[config.mk]
export PLATFORM = sky130hd
export DESIGN_NAME = mem_wb_stage_flat
export DESIGN_NICKNAME = d
export VERILOG_FILES = /design/src/rtl/mem_wb_if.sv /design/src/rtl/mem_wb_stage.sv /design/src/flat_wrapper.sv
export SDC_FILE = /design/constraint.sdc
export NUM_CORES = 1
export LEC_CHECK = 0
export BUFFER_PORTS_ARGS = -buffer_cell sky130_fd_sc_hd__buf_2
export CAP_MARGIN = 0
export CELL_PAD_IN_SITES_DETAIL_PLACEMENT = 0
export CELL_PAD_IN_SITES_GLOBAL_PLACEMENT = 1
export CORE_ASPECT_RATIO = 1.4
export CORE_MARGIN = 2
export CORE_UTILIZATION = 39
export DETAILED_ROUTE_END_ITERATION = 10
export PLACE_DENSITY = 0.75
export SYNTH_ARGS = -nofsm -noshare
export SYNTH_HDL_FRONTEND = slang
export SYNTH_SLANG_ARGS = --single-unit
export TNS_END_PERCENT = 50
[constraint.sdc]
create_clock -name clk -period 4.5 [get_ports clk]
set_clock_uncertainty 0.2 [all_clocks]
set_input_delay 0.675 -clock clk [delete_from_list [all_inputs] [get_ports clk]]
set_output_delay 0.675 -clock clk [all_outputs]
set_load 0.005 [all_outputs]
[src/rtl/mem_wb_if.sv]
// MEM/WB boundary bus.
// The master side is the memory stage and the upstream control.
// The slave side is the MEM/WB stage, which returns the stall request and the
// writeback packet.
interface mem_wb_if;
  logic        valid_in;
  logic        memRead;
  logic        memWrite;
  logic        memToReg;
  logic        regWrite;
  logic [2:0]  writeReg;
  logic        HALT;
  logic [15:0] aluResult;
  logic [15:0] readData;
  logic        done_reading;
  logic        stall_from_mem;
  logic        err;

  logic        mem_stall_out;
  logic        wb_valid;
  logic [15:0] wb_data;
  logic [2:0]  wb_reg;
  logic        wb_regWrite;
  logic        wb_halt;
  logic        wb_err;

  modport mst (
    output valid_in, memRead, memWrite, memToReg, regWrite, writeReg, HALT,
           aluResult, readData, done_reading, stall_from_mem, err,
    input  mem_stall_out, wb_valid, wb_data, wb_reg, wb_regWrite, wb_halt, wb_err
  );

  modport slv (
    input  valid_in, memRead, memWrite, memToReg, regWrite, writeReg, HALT,
           aluResult, readData, done_reading, stall_from_mem, err,
    output mem_stall_out, wb_valid, wb_data, wb_reg, wb_regWrite, wb_halt, wb_err
  );
endinterface

[src/rtl/mem_wb_stage.sv]
// MEM/WB pipeline boundary.
// The stage waits for the data-memory access to finish, then registers the
// writeback packet. It freezes upstream stages while an access is outstanding.
// A watchdog forces an error completion if the memory never answers.
module mem_wb_stage #(
  parameter int TIMEOUT = 64
) (
  input  logic   clk,
  input  logic   rst,
  mem_wb_if.slv  bus
);

  typedef enum logic {S_IDLE, S_WAIT} state_t;

  localparam logic [7:0] TO_CNT = 8'(TIMEOUT);

  state_t      state_q;
  logic [7:0]  cnt_q;

  logic        wb_valid_q;
  logic [15:0] wb_data_q;
  logic [2:0]  wb_reg_q;
  logic        wb_regWrite_q;
  logic        wb_halt_q;
  logic        wb_err_q;

  // Instruction fields held while the access is outstanding
  logic        lat_m2r_q;
  logic        lat_rw_q;
  logic [2:0]  lat_reg_q;
  logic        lat_halt_q;
  logic [15:0] lat_alu_q;

  logic memop;
  logic m2r_eff;
  logic miss_start;
  logic wait_timeout;
  logic stall_d;

  assign memop        = bus.memRead | bus.memWrite;
  // A store never writes back memory data
  assign m2r_eff      = bus.memToReg & ~bus.memWrite;
  assign miss_start   = (state_q == S_IDLE) & bus.valid_in & memop & ~bus.done_reading;
  assign wait_timeout = (state_q == S_WAIT) & ~bus.done_reading & (cnt_q == TO_CNT);

  // Upstream freeze: pending access, or memory system busy for a memory op
  always_comb begin
    stall_d = 1'b0;
    if (!rst) begin
      if (state_q == S_IDLE)
        stall_d = bus.valid_in & memop & ~bus.done_reading;
      else
        stall_d = ~bus.done_reading & (cnt_q != TO_CNT);
      if (bus.valid_in & memop & bus.stall_from_mem)
        stall_d = 1'b1;
    end
  end

  // Capture instruction fields on the cycle a miss begins
  always_ff @(posedge clk) begin
    if (miss_start) begin
      lat_m2r_q  <= m2r_eff;
      lat_rw_q   <= bus.regWrite;
      lat_reg_q  <= bus.writeReg;
      lat_halt_q <= bus.HALT;
      lat_alu_q  <= bus.aluResult;
    end
  end

  // Access FSM with watchdog and registered writeback packet
  always_ff @(posedge clk) begin
    if (rst) begin
      state_q       <= S_IDLE;
      cnt_q         <= 8'd0;
      wb_valid_q    <= 1'b0;
      wb_data_q     <= 16'h0000;
      wb_reg_q      <= 3'd0;
      wb_regWrite_q <= 1'b0;
      wb_halt_q     <= 1'b0;
      wb_err_q      <= 1'b0;
    end else begin
      wb_valid_q    <= 1'b0;
      wb_regWrite_q <= 1'b0;
      wb_halt_q     <= 1'b0;
      wb_err_q      <= 1'b0;
      case (state_q)
        S_IDLE: begin
          if (bus.valid_in) begin
            if (!memop || bus.done_reading) begin
              wb_valid_q    <= 1'b1;
              wb_data_q     <= (memop && m2r_eff) ? bus.readData : bus.aluResult;
              wb_reg_q      <= bus.writeReg;
              wb_regWrite_q <= bus.regWrite & ~(memop & bus.err);
              wb_halt_q     <= bus.HALT;
              wb_err_q      <= memop & bus.err;
            end else begin
              state_q <= S_WAIT;
              cnt_q   <= 8'd1;
            end
          end
        end
        S_WAIT: begin
          if (bus.done_reading) begin
            wb_valid_q    <= 1'b1;
            wb_data_q     <= lat_m2r_q ? bus.readData : lat_alu_q;
            wb_reg_q      <= lat_reg_q;
            wb_regWrite_q <= lat_rw_q & ~bus.err;
            wb_halt_q     <= lat_halt_q;
            wb_err_q      <= bus.err;
            state_q       <= S_IDLE;
          end else if (wait_timeout) begin
            wb_valid_q    <= 1'b1;
            wb_data_q     <= 16'h0000;
            wb_reg_q      <= lat_reg_q;
            wb_regWrite_q <= 1'b0;
            wb_halt_q     <= lat_halt_q;
            wb_err_q      <= 1'b1;
            state_q       <= S_IDLE;
          end else begin
            cnt_q <= cnt_q + 8'd1;
          end
        end
        default: state_q <= S_IDLE;
      endcase
    end
  end

  assign bus.mem_stall_out = stall_d;
  assign bus.wb_valid      = wb_valid_q;
  assign bus.wb_data       = wb_data_q;
  assign bus.wb_reg        = wb_reg_q;
  assign bus.wb_regWrite   = wb_regWrite_q;
  assign bus.wb_halt       = wb_halt_q;
  assign bus.wb_err        = wb_err_q;

endmodule

[src/flat_wrapper.sv]
// flat-port wrapper written by rule: the top's interface ports become plain ports
module mem_wb_stage_flat 
#(
  parameter int TIMEOUT = 64
)
  (clk, rst, bus_valid_in, bus_memRead, bus_memWrite, bus_memToReg, bus_regWrite, bus_writeReg, bus_HALT, bus_aluResult, bus_readData, bus_done_reading, bus_stall_from_mem, bus_err, bus_mem_stall_out, bus_wb_valid, bus_wb_data, bus_wb_reg, bus_wb_regWrite, bus_wb_halt, bus_wb_err);
  mem_wb_if bus_i ();
  input  logic clk;
  input  logic rst;
  input wire logic [$bits(bus_i.valid_in)-1:0] bus_valid_in;
  input wire logic [$bits(bus_i.memRead)-1:0] bus_memRead;
  input wire logic [$bits(bus_i.memWrite)-1:0] bus_memWrite;
  input wire logic [$bits(bus_i.memToReg)-1:0] bus_memToReg;
  input wire logic [$bits(bus_i.regWrite)-1:0] bus_regWrite;
  input wire logic [$bits(bus_i.writeReg)-1:0] bus_writeReg;
  input wire logic [$bits(bus_i.HALT)-1:0] bus_HALT;
  input wire logic [$bits(bus_i.aluResult)-1:0] bus_aluResult;
  input wire logic [$bits(bus_i.readData)-1:0] bus_readData;
  input wire logic [$bits(bus_i.done_reading)-1:0] bus_done_reading;
  input wire logic [$bits(bus_i.stall_from_mem)-1:0] bus_stall_from_mem;
  input wire logic [$bits(bus_i.err)-1:0] bus_err;
  output wire logic [$bits(bus_i.mem_stall_out)-1:0] bus_mem_stall_out;
  output wire logic [$bits(bus_i.wb_valid)-1:0] bus_wb_valid;
  output wire logic [$bits(bus_i.wb_data)-1:0] bus_wb_data;
  output wire logic [$bits(bus_i.wb_reg)-1:0] bus_wb_reg;
  output wire logic [$bits(bus_i.wb_regWrite)-1:0] bus_wb_regWrite;
  output wire logic [$bits(bus_i.wb_halt)-1:0] bus_wb_halt;
  output wire logic [$bits(bus_i.wb_err)-1:0] bus_wb_err;
  assign bus_i.valid_in = bus_valid_in;
  assign bus_i.memRead = bus_memRead;
  assign bus_i.memWrite = bus_memWrite;
  assign bus_i.memToReg = bus_memToReg;
  assign bus_i.regWrite = bus_regWrite;
  assign bus_i.writeReg = bus_writeReg;
  assign bus_i.HALT = bus_HALT;
  assign bus_i.aluResult = bus_aluResult;
  assign bus_i.readData = bus_readData;
  assign bus_i.done_reading = bus_done_reading;
  assign bus_i.stall_from_mem = bus_stall_from_mem;
  assign bus_i.err = bus_err;
  assign bus_mem_stall_out = bus_i.mem_stall_out;
  assign bus_wb_valid = bus_i.wb_valid;
  assign bus_wb_data = bus_i.wb_data;
  assign bus_wb_reg = bus_i.wb_reg;
  assign bus_wb_regWrite = bus_i.wb_regWrite;
  assign bus_wb_halt = bus_i.wb_halt;
  assign bus_wb_err = bus_i.wb_err;
  mem_wb_stage #(.TIMEOUT(TIMEOUT)) u_core (.clk(clk), .rst(rst), .bus(bus_i));
endmodule
Yosys cells after proc, flatten, opt, wreduce, memory -nomap -nowiden
Index checks and enable logic that the tools add are counted.
Widths: inputs -> output; s select.
{ "classes": {"add_sub_neg": 1, "n_mul": 0, "n_div": 0, "magnitude_cmp": 0, "eq_ne": 8, "shifts": 0, "mux": 43, "n_bitwise": 19, "reduce_logical": 5} }
{ "op_table": {"columns": ["operator", "n"], "rows": [
  ["$mux 16", 6],
  ["$mux 8", 4],
  ["$pmux 16 s2", 1],
  ["$mux 1", 21],
  ["$pmux 8 s2", 1],
  ["$and 1x1->1", 13],
  ["$mux 3", 4],
  ["$ne 2x2->1 const B", 5],
  ["$pmux 1 s2", 5],
  ["$add 8x1->8 const B", 1],
  ["$eq 8x7->1 const B", 1],
  ["$ne 8x7->1 const B", 1],
  ["$pmux 3 s2", 1],
  ["$not 1->1", 5],
  ["$reduce_and 4->1", 1],
  ["$ne 3x3->1 const B", 1],
  ["$reduce_and 3->1", 1],
  ["$logic_and 1x1->1", 1],
  ["$logic_not 1->1", 1],
  ["$logic_or 1x1->1", 1],
  ["$or 1x1->1", 1]
]} }
{ "totals": {"ff_bits": 54, "latchBits": 0, "ram_bits": 0, "romBits": 0, "in_bits": 46, "output_inout_bits": 24, "wordCells": 89, "memories": 0} }

Longest topological paths before layout
Gate-level depths: netlist of the first run.
{ "depth": {"ltp_word": 7, "mapped_depth": 7, "depth_no_buf": 6} }

Least setup slack after synthesis of the first run
No wires, ideal clock.
{ "synth_path": {"kind": "input port to output port", "startpoint": "input port bus_done_reading", "endpoint": "output port bus_mem_stall_out", "t_arrival_ns": 2.970, "required_time_ns": 3.625, "path_slack_ns": 0.655, "cell_stages": 4, "n_path_buf": 1, "path_cell_list": "clkbuf_2 -> nor3_1 -> and2b_1 -> a21oi_1"} }
{ "synth_between": {"elab_chain_cells": 5, "word_cells_on_any_way": 6, "classes_between": "3 x mux; 3 x bitwise"} }
{ "synth_lines": {"columns": ["item", "line_no", "text"], "rows": [
  ["from (decl)", "flat_wrapper.sv:19", "input wire logic [$bits(bus_i.done_reading)-1:0] bus_done_reading;"],
  ["$not 1->1 *", "mem_wb_stage.sv:51, mem_wb_stage.sv:53", null],
  ["$and 1x1->1, on equally long branches", "mem_wb_stage.sv:51, mem_wb_stage.sv:53", null],
  ["$mux 1 *", "mem_wb_stage.sv:50", "if (state_q == S_IDLE)"],
  ["$mux 1 *", "mem_wb_stage.sv:54", "if (bus.valid_in & memop & bus.stall_from_mem)"],
  ["$mux 1 *", "mem_wb_stage.sv:49", "if (!rst) begin"],
  ["to (decl)", "flat_wrapper.sv:22", "output wire logic [$bits(bus_i.mem_stall_out)-1:0] bus_mem_stall_out;"]
]} }
Every way passes the cells marked *; elsewhere a longest branch is shown, timed or not.

Worst setup path in the final report of the first run
{ "layout_path": {"startpoint": "register u_core.cnt_q[0]", "endpoint": "output port bus_mem_stall_out"} }
{ "layout_between": {"elab_chain_cells": 5} }
{ "layout_lines": {"columns": ["item", "line_no", "text"], "rows": [
  ["from (decl)", "mem_wb_stage.sv:18", "logic [7:0] cnt_q;"],
  ["from (signal assigned)", "mem_wb_stage.sv:120", "cnt_q <= cnt_q + 8'd1;"],
  ["$ne 8x7->1", "mem_wb_stage.sv:53", "stall_d = ~bus.done_reading & (cnt_q != TO_CNT);"],
  ["$and 1x1->1", "mem_wb_stage.sv:53", null],
  ["$mux 1", "mem_wb_stage.sv:50", null],
  ["$mux 1", "mem_wb_stage.sv:54", null],
  ["$mux 1", "mem_wb_stage.sv:49", null]
]} }
Every way passes these cells.

==> impl_metrics.json, run 1 <==
{
  "worstSetupEndpointType": "output pin",
  "timing.critical_path.arrival_ns": 2.05,
  "post_synth_instance_area_mm2": 0.00227,
  "grt_max_degree": 40,
  "die_width_um": 68.4,
  "maximum_clock_frequency_mhz": 342,
  "drt-pass1-iter-count": 5,
  "clock_path_buffers": 2,
  "power_density_over_the_cells_mw_per_mm2": 363,
  "worst_setup_path_start_kind": "flop",
  "routed_wl_um": 5330,
  "cts_tree": "built",
  "synth_edf_count": 22,
  "top_level_ports": 70,
  "gr-usage-all-layers": 0.172,
  "power_leakage_uw": 0.00114,
  "antenna_violating_nets_post_route": 0,
  "initialDrtViolationCount": 176,
  "effective_utilization_at_floorplan": 0.407,
  "timing.slew.headroom": 0.299,
  "antenna-diode-count": 0,
  "globalRouteOverflowTotal": 0,
  "final_cells": 332,
  "finalNetCount": 311,
  "tightestPinTransition_ns": 1.05,
  "synth.net_count": 245,
  "antenna_found_initial": 0,
  "io_buffers": 69,
  "cts.clk_slew.worst_paths_ns": 0.08,
  "setup-tns-final_ns": 0,
  "layout-area-overhead-vs-synth_pct": 21.9,
  "avgViaCountPerCell": 5.45,
  "drc": 0,
  "syn_inst": 197,
  "worst-endpoint-required_ns": 3.62,
  "filler_cell_count": 535,
  "num_rows": 32,
  "max-cap-violations": 0,
  "grt_setup_unrepaired": "no",
  "timing.setup.critical_path_class": "reg -> out",
  "outcome": "finished clean",
  "hold_path.class": "reg -> reg",
  "post_cts_setup_buffer_count": 0,
  "preCtsSetupSlack_ns": 1.81,
  "synth-main-ff-cell": "dfxtp_1",
  "synth-seq-area-share": 0.574,
  "core-area_mm2": 0.00557,
  "postCtsResizedCells": 0,
  "path_max_fanout": 7,
  "cts_hold_buf": 0,
  "dieArea_mm2": 0.00644,
  "post-route-period-util": 0.649,
  "postSynth.asyncResetShare": 0,
  "clkSinkCount": 54,
  "min_period_ns": 2.92,
  "power.ir.vdd_worst_mv": 0.166,
  "clk_latency_ns": 0.30,
  "post_synth.cell_area_avg_um2": 11.5,
  "grt_first_pass_wirelength_um": 8420,
  "ys_ff_latch": 54,
  "setup_violations": 0,
  "yosys_warnings": 0,
  "number_of_instances_in_the_placed_design": 324,
  "cts.htree.levels": 2,
  "design_area_mm2": 0.00276,
  "gpl.final_weighted_congestion": 0.783,
  "fin_util": 0.496,
  "post_synth_num_cell_types": 45,
  "die_height_um": 94.2,
  "drive_gt1_frac": 0.326,
  "slew_violations": 0,
  "dr_vias": 1811,
  "r2r_setup_slack_ns": 2.02,
  "final_hold_vios": 0,
  "avgRoutedWirePerCell_um": 16.0,
  "dpl.hpwl_um": 3700,
  "postLayoutSetupSlackWorst_ns": 1.58,
  "place_area_mm2": 0.00265,
  "clock_tree.root_cell": "clkbuf_8",
  "cts-buffers-inserted": 5,
  "first_global_vias": 1751
}
[area by class of cell]
| type | count | area, µm² | share of cell area |
|---|---|---|---|
| Clock buffer | 7 | 86.3 | 0.0313 |
| Clock inverter | 1 | 30.0 | 0.0109 |
| Inverter | 5 | 18.8 | 0.00680 |
| Multi-Input combinational cell | 126 | 880 | 0.319 |
| Sequential cell | 54 | 1300 | 0.471 |
| Tap cell | 68 | 85.1 | 0.0308 |
| Timing Repair Buffer | 71 | 360 | 0.130 |
[metal layers]
| metal | GRT usage | up-vias | part of all wire | wire length [µm] |
|---|---|---|---|---|
| li1 | - | 897 | - | - |
| met1 | 0.211 | 853 | 0.43 | 2280 |
| met2 | 0.303 | 55 | 0.50 | 2680 |
| met3 | 0.0312 | 6 | 0.058 | 309 |
| met4 | 0.0400 | 0 | 0.010 | 54 |
| met5 | 0 | - | 0 | 0 |
[synth_stat cells (3+ instances only)]
cell	instances	area (µm²)
mux2i_1	6	60.1
inv_1	5	18.8
a21oi_1	18	90.1
buf_4	4	30.0
nor2_1	16	60.1
nand2_1	6	22.5
edfxtp_1	22	661
a222oi_1	15	150
dfxtp_1	32	641
a211oi_2	3	37.5
xor2_1	4	35.0
o21ai_0	19	95.1
nand4_1	3	18.8
nor2b_1	3	18.8
clkbuf_1	4	15.0
[through the flow]
stage,total power [µW],hold WS [ns]
finish,1000,0.312
global route,1050,0.349
CTS,1020,0.323
detailed placement,685,0.300
global placement,683,0.285
floorplan,630,0.259
[cell families (layout without fill, tap and decap cells)]
logic type | after synthesis | after routing | share of synthesized area
AO/OA/AOI/OAI | 69 | 69 | 0.223
adder cells (fa/ha/maj) | 2 | 2 | 0.0110
multiplexers | 6 | 6 | 0.0265
XOR/XNOR | 4 | 4 | 0.0155
buffers and inverters | 17 | 84 | 0.0398
flip-flops | 54 | 54 | 0.574
AND/OR/NAND/NOR | 45 | 45 | 0.110
[worst max-delay path: stages, from the launching register on]
cell and delay (ns):
dfxtp_1 0.35, inv_1 0.11, ha_1 0.15, nand4bb_1 0.30, o21ai_2 0.39, and2b_1 0.25
a21oi_1 0.08, buf_2 0.13
[worst paths after layout]
path                                         from  cells after the start                    end
worst max-delay path              u_core.cnt_q[0]                      7      bus_mem_stall_out
worst min-delay path            u_core.lat_halt_q                      2     u_core.bus.wb_halt
worst max register to register     u_core.state_q                      4  u_core.bus.wb_data[3]
worst min register to register  u_core.lat_halt_q                      2     u_core.bus.wb_halt
[layout by cell type (no fill, tap or decap), drive strengths merged, types with 2 or more instances in the layout]
cell type  count
clkbuf         7
nor2          16
buf           71
nor2b          3
ha             2
nand2          6
or3            2
a222oi        15
o21ai         20
o21bai         2
xor2           4
edfxtp        22
nand4          3
inv            5
nor4           2
nor4bb         2
a311o          2
mux2i          6
dfxtp         32
a211oi         3
a21oi         18
[report_power, final]
part / internal [µW] / switching [µW] / total [µW] / leakage, µW
Sequential: 537 / 12.4 / 550 / 0.000466
Combinational: 54.6 / 67.5 / 122 / 0.000614
Clock: 182 / 149 / 331 / 0.0000585
No activity file was read; power rests on OpenSTA's default activity.
==> inputs of run 2 (changes only) <==
ABC_AREA = 1   (was default)
CORE_UTILIZATION = 34   (was 39)
PLACE_DENSITY = 0.71   (was 0.75)
clock period = 2.57 ns   (was 4.5 ns; I/O delays follow)
==> run 2 against run 1 <==
Net effect: clock-buffer cell count rose by 1; cell count is 61% higher; largest cell class unchanged; synthesized cell count increased by 87%; critical path type unchanged; largest power group unchanged; non-clock buffer count rose by 2; critical endpoint unchanged.
==> impl_metrics.json, run 2 <==
{
  "layout.cells.most_common": "nand2_1",
  "crit_path_start": "u_core.state_q",
  "yosys.cell_count.top_type": "nand2_1",
  "worstHoldPathCells": 1,
  "min_from": "bus_aluResult[2]",
  "drc": 0,
  "hold-path-endpoint": "u_core.lat_alu_q[2]",
  "hold_path.class": "in -> reg",
  "postSynth.asyncResetShare": 0,
  "syn_inst": 368,
  "filler_cell_count": 928,
  "worstReg2RegStart": "u_core.state_q",
  "num_rows": 39,
  "postCtsResizedCells": 0,
  "dr_vias": 2490,
  "finalNetCount": 481,
  "layout-area-overhead-vs-synth_pct": 19.4,
  "r2r_setup_slack_ns": 0.57,
  "clkSinkCount": 54,
  "setup-tns-final_ns": 0,
  "final_hold_vios": 0,
  "post_cts_setup_buffer_count": 0,
  "drive_gt1_frac": 0.253,
  "worstSetupEndpointType": "output pin",
  "min_period_ns": 2.36,
  "synth_edf_count": 22,
  "die_width_um": 81.1,
  "max-cap-violations": 0,
  "power_leakage_uw": 0.00162,
  "avgRoutedWirePerCell_um": 13.6,
  "number_of_instances_in_the_placed_design": 528,
  "outcome": "finished clean",
  "clockPowerShare": 0.356,
  "cts.clk_slew.worst_paths_ns": 0.07,
  "die_height_um": 112,
  "cp_cell_sequence": "inv_2 > nor2_4 > o21ai_2 > nand2_1 > o21ai_0 > inv_1 > buf_2",
  "rr_worst_depth": 6,
  "intPower_uw": 1440,
  "antenna_found_initial": 0,
  "path_max_fanout": 12,
  "dieArea_mm2": 0.00908,
  "grt_first_pass_wirelength_um": 12200,
  "maximum_clock_frequency_mhz": 424,
  "multi_input_comb_area_mm2": 0.00125,
  "tightestPinTransition_ns": 0.428,
  "effective_utilization_at_floorplan": 0.349,
  "timing.critical_path.buf_inv": 3,
  "gpl.final_weighted_congestion": 0.828,
  "yosys_warnings": 0,
  "antenna_violating_nets_post_route": 0,
  "timing.slew.headroom": 0.714,
  "first_global_vias": 2530,
  "post_synth_instance_area_mm2": 0.00283,
  "initialDrtViolationCount": 146,
  "seqCellArea_mm2": 0.00130,
  "max_stage_delay_ns": 0.58,
  "synth.net_count": 416,
  "worst_path_max_delay_cell": "dfxtp_1",
  "setup_violations": 0,
  "ys_ff_latch": 54,
  "swShare": 0.256,
  "dpl.hpwl_um": 5460,
  "power.combinational.fraction": 0.146,
  "clk_latency_ns": 0.29,
  "power_density_over_the_cells_mw_per_mm2": 572,
  "slew_violations": 0,
  "post-route-period-util": 0.919,
  "timing.setup.critical_path_class": "reg -> out",
  "power_switching_uw": 494,
  "clock_tree.root_cell": "clkbuf_16",
  "fin_util": 0.417,
  "power.ir.vdd_worst_mv": 0.278,
  "worst-endpoint-required_ns": 1.98,
  "worst_setup_path_start_kind": "flop",
  "core-area_mm2": 0.00810,
  "post_synth_num_cell_types": 30,
  "cts_hold_buf": 0,
  "gr-usage-all-layers": 0.176,
  "antenna-diode-count": 0,
  "synth-main-ff-cell": "dfxtp_1",
  "critical-path-top-delay-family": "flip-flops",
  "mostFrequentLayoutCells": "84 x nand2_1, 69 x buf_2, 43 x inv_1, 43 x nor2_1, 32 x dfxtp_1",
  "synth-seq-area-share": 0.460,
  "io_buffers": 69,
  "final_cells": 536,
  "avgViaCountPerCell": 4.65,
  "globalRouteOverflowTotal": 0,
  "clock_path_buffers": 2,
  "cts_tree": "built",
  "synth_common_cells": "84 x nand2_1, 43 x inv_1, 43 x nor2_1",
  "netlist.top_cell.by_area": "edfxtp_1",
  "synth_largest_type_area_fraction": 0.233,
  "routed_wl_um": 7270,
  "worstReg2RegEnd": "u_core.cnt_q[1]",
  "drt-pass1-iter-count": 4,
  "cts.htree.levels": 2,
  "cts-buffers-inserted": 5,
  "timing.critical_path.arrival_ns": 1.78,
  "share_seq_of_total_power": 0.498,
  "grt_max_degree": 25,
  "grt_setup_unrepaired": "no",
  "top_level_ports": 70,
  "post_synth.cell_area_avg_um2": 7.69,
  "synth.area.top_cells": "edfxtp_1 23%, dfxtp_1 23%, nand2_1 11%"
}
==> run 2: cell count changes in the layout (fill, tap and decap cells not counted), moves of 10 or more <==
| cell | change |
|---|---|
| nand2_1 | +78 |
| inv_1 | +38 |
| nor2_1 | +27 |
| nand3_1 | +24 |
| a222oi_1 | -15 |
| o21ai_1 | +11 |
| nand2_2 | +10 |
==> run 2: area by class of cell <==
cell class,count,share of cell area
clock buffer,8,0.0433
tap,102,0.0378
multi-input combinational,253,0.371
sequential,54,0.385
timing repair buffer,73,0.111
inverter,46,0.0511
==> run 2: cell families after synthesis <==
family | share of synthesized area
simple gates | 0.286
compound gates | 0.145
buf+inv | 0.0968
flops | 0.460
fa+ha+maj | 0.00884
xor+xnor | 0.00310
==> run 2: how the worst max path moves through the flow <==
stage	end	slack, ns	depth (start not counted)
2_1_floorplan	bus_mem_stall_out	0.78	7
3_3_place_gp	bus_mem_stall_out	0.56	8
3_5_place_dp	bus_mem_stall_out	0.52	7
4_1_cts	bus_mem_stall_out	0.18	7
5_1_grt	bus_mem_stall_out	0.01	7
6_report	bus_mem_stall_out	0.21	7
==> run 2: routing by layer <==
layer / vias to the layer above / global-route usage / wire [µm]
met5: - / 0 / 0
met4: 0 / 0.0701 / 140
met3: 8 / 0.0284 / 281
met2: 61 / 0.305 / 3820
met1: 1109 / 0.213 / 3030
li1: 1312 / - / -
==> run 2: metrics by stage <==
step | area [µm²] | worst slack, ns | total power (µW) | hold slack, ns
2_1_floorplan | 2830 | 0.779 | 1160 | 0.258
3_3_place_gp | 3230 | 0.556 | 1270 | 0.255
3_5_place_dp | 3230 | 0.518 | 1270 | 0.258
4_1_cts | 3380 | 0.184 | 1960 | 0.0686
5_1_grt | 3380 | 0.0133 | 2030 | 0.0721
6_report | 3380 | 0.209 | 1930 | 0.0761
==> run 2: power groups by stage <==
stage          clock network (µW)  registers (µW)  logic, µW
3_3_place_gp                    0             982        286
2_1_floorplan                   0             978        179
3_5_place_dp                    0             984        286
6_report                      688             963        282
5_1_grt                       738             968        323
4_1_cts                       708             964        287
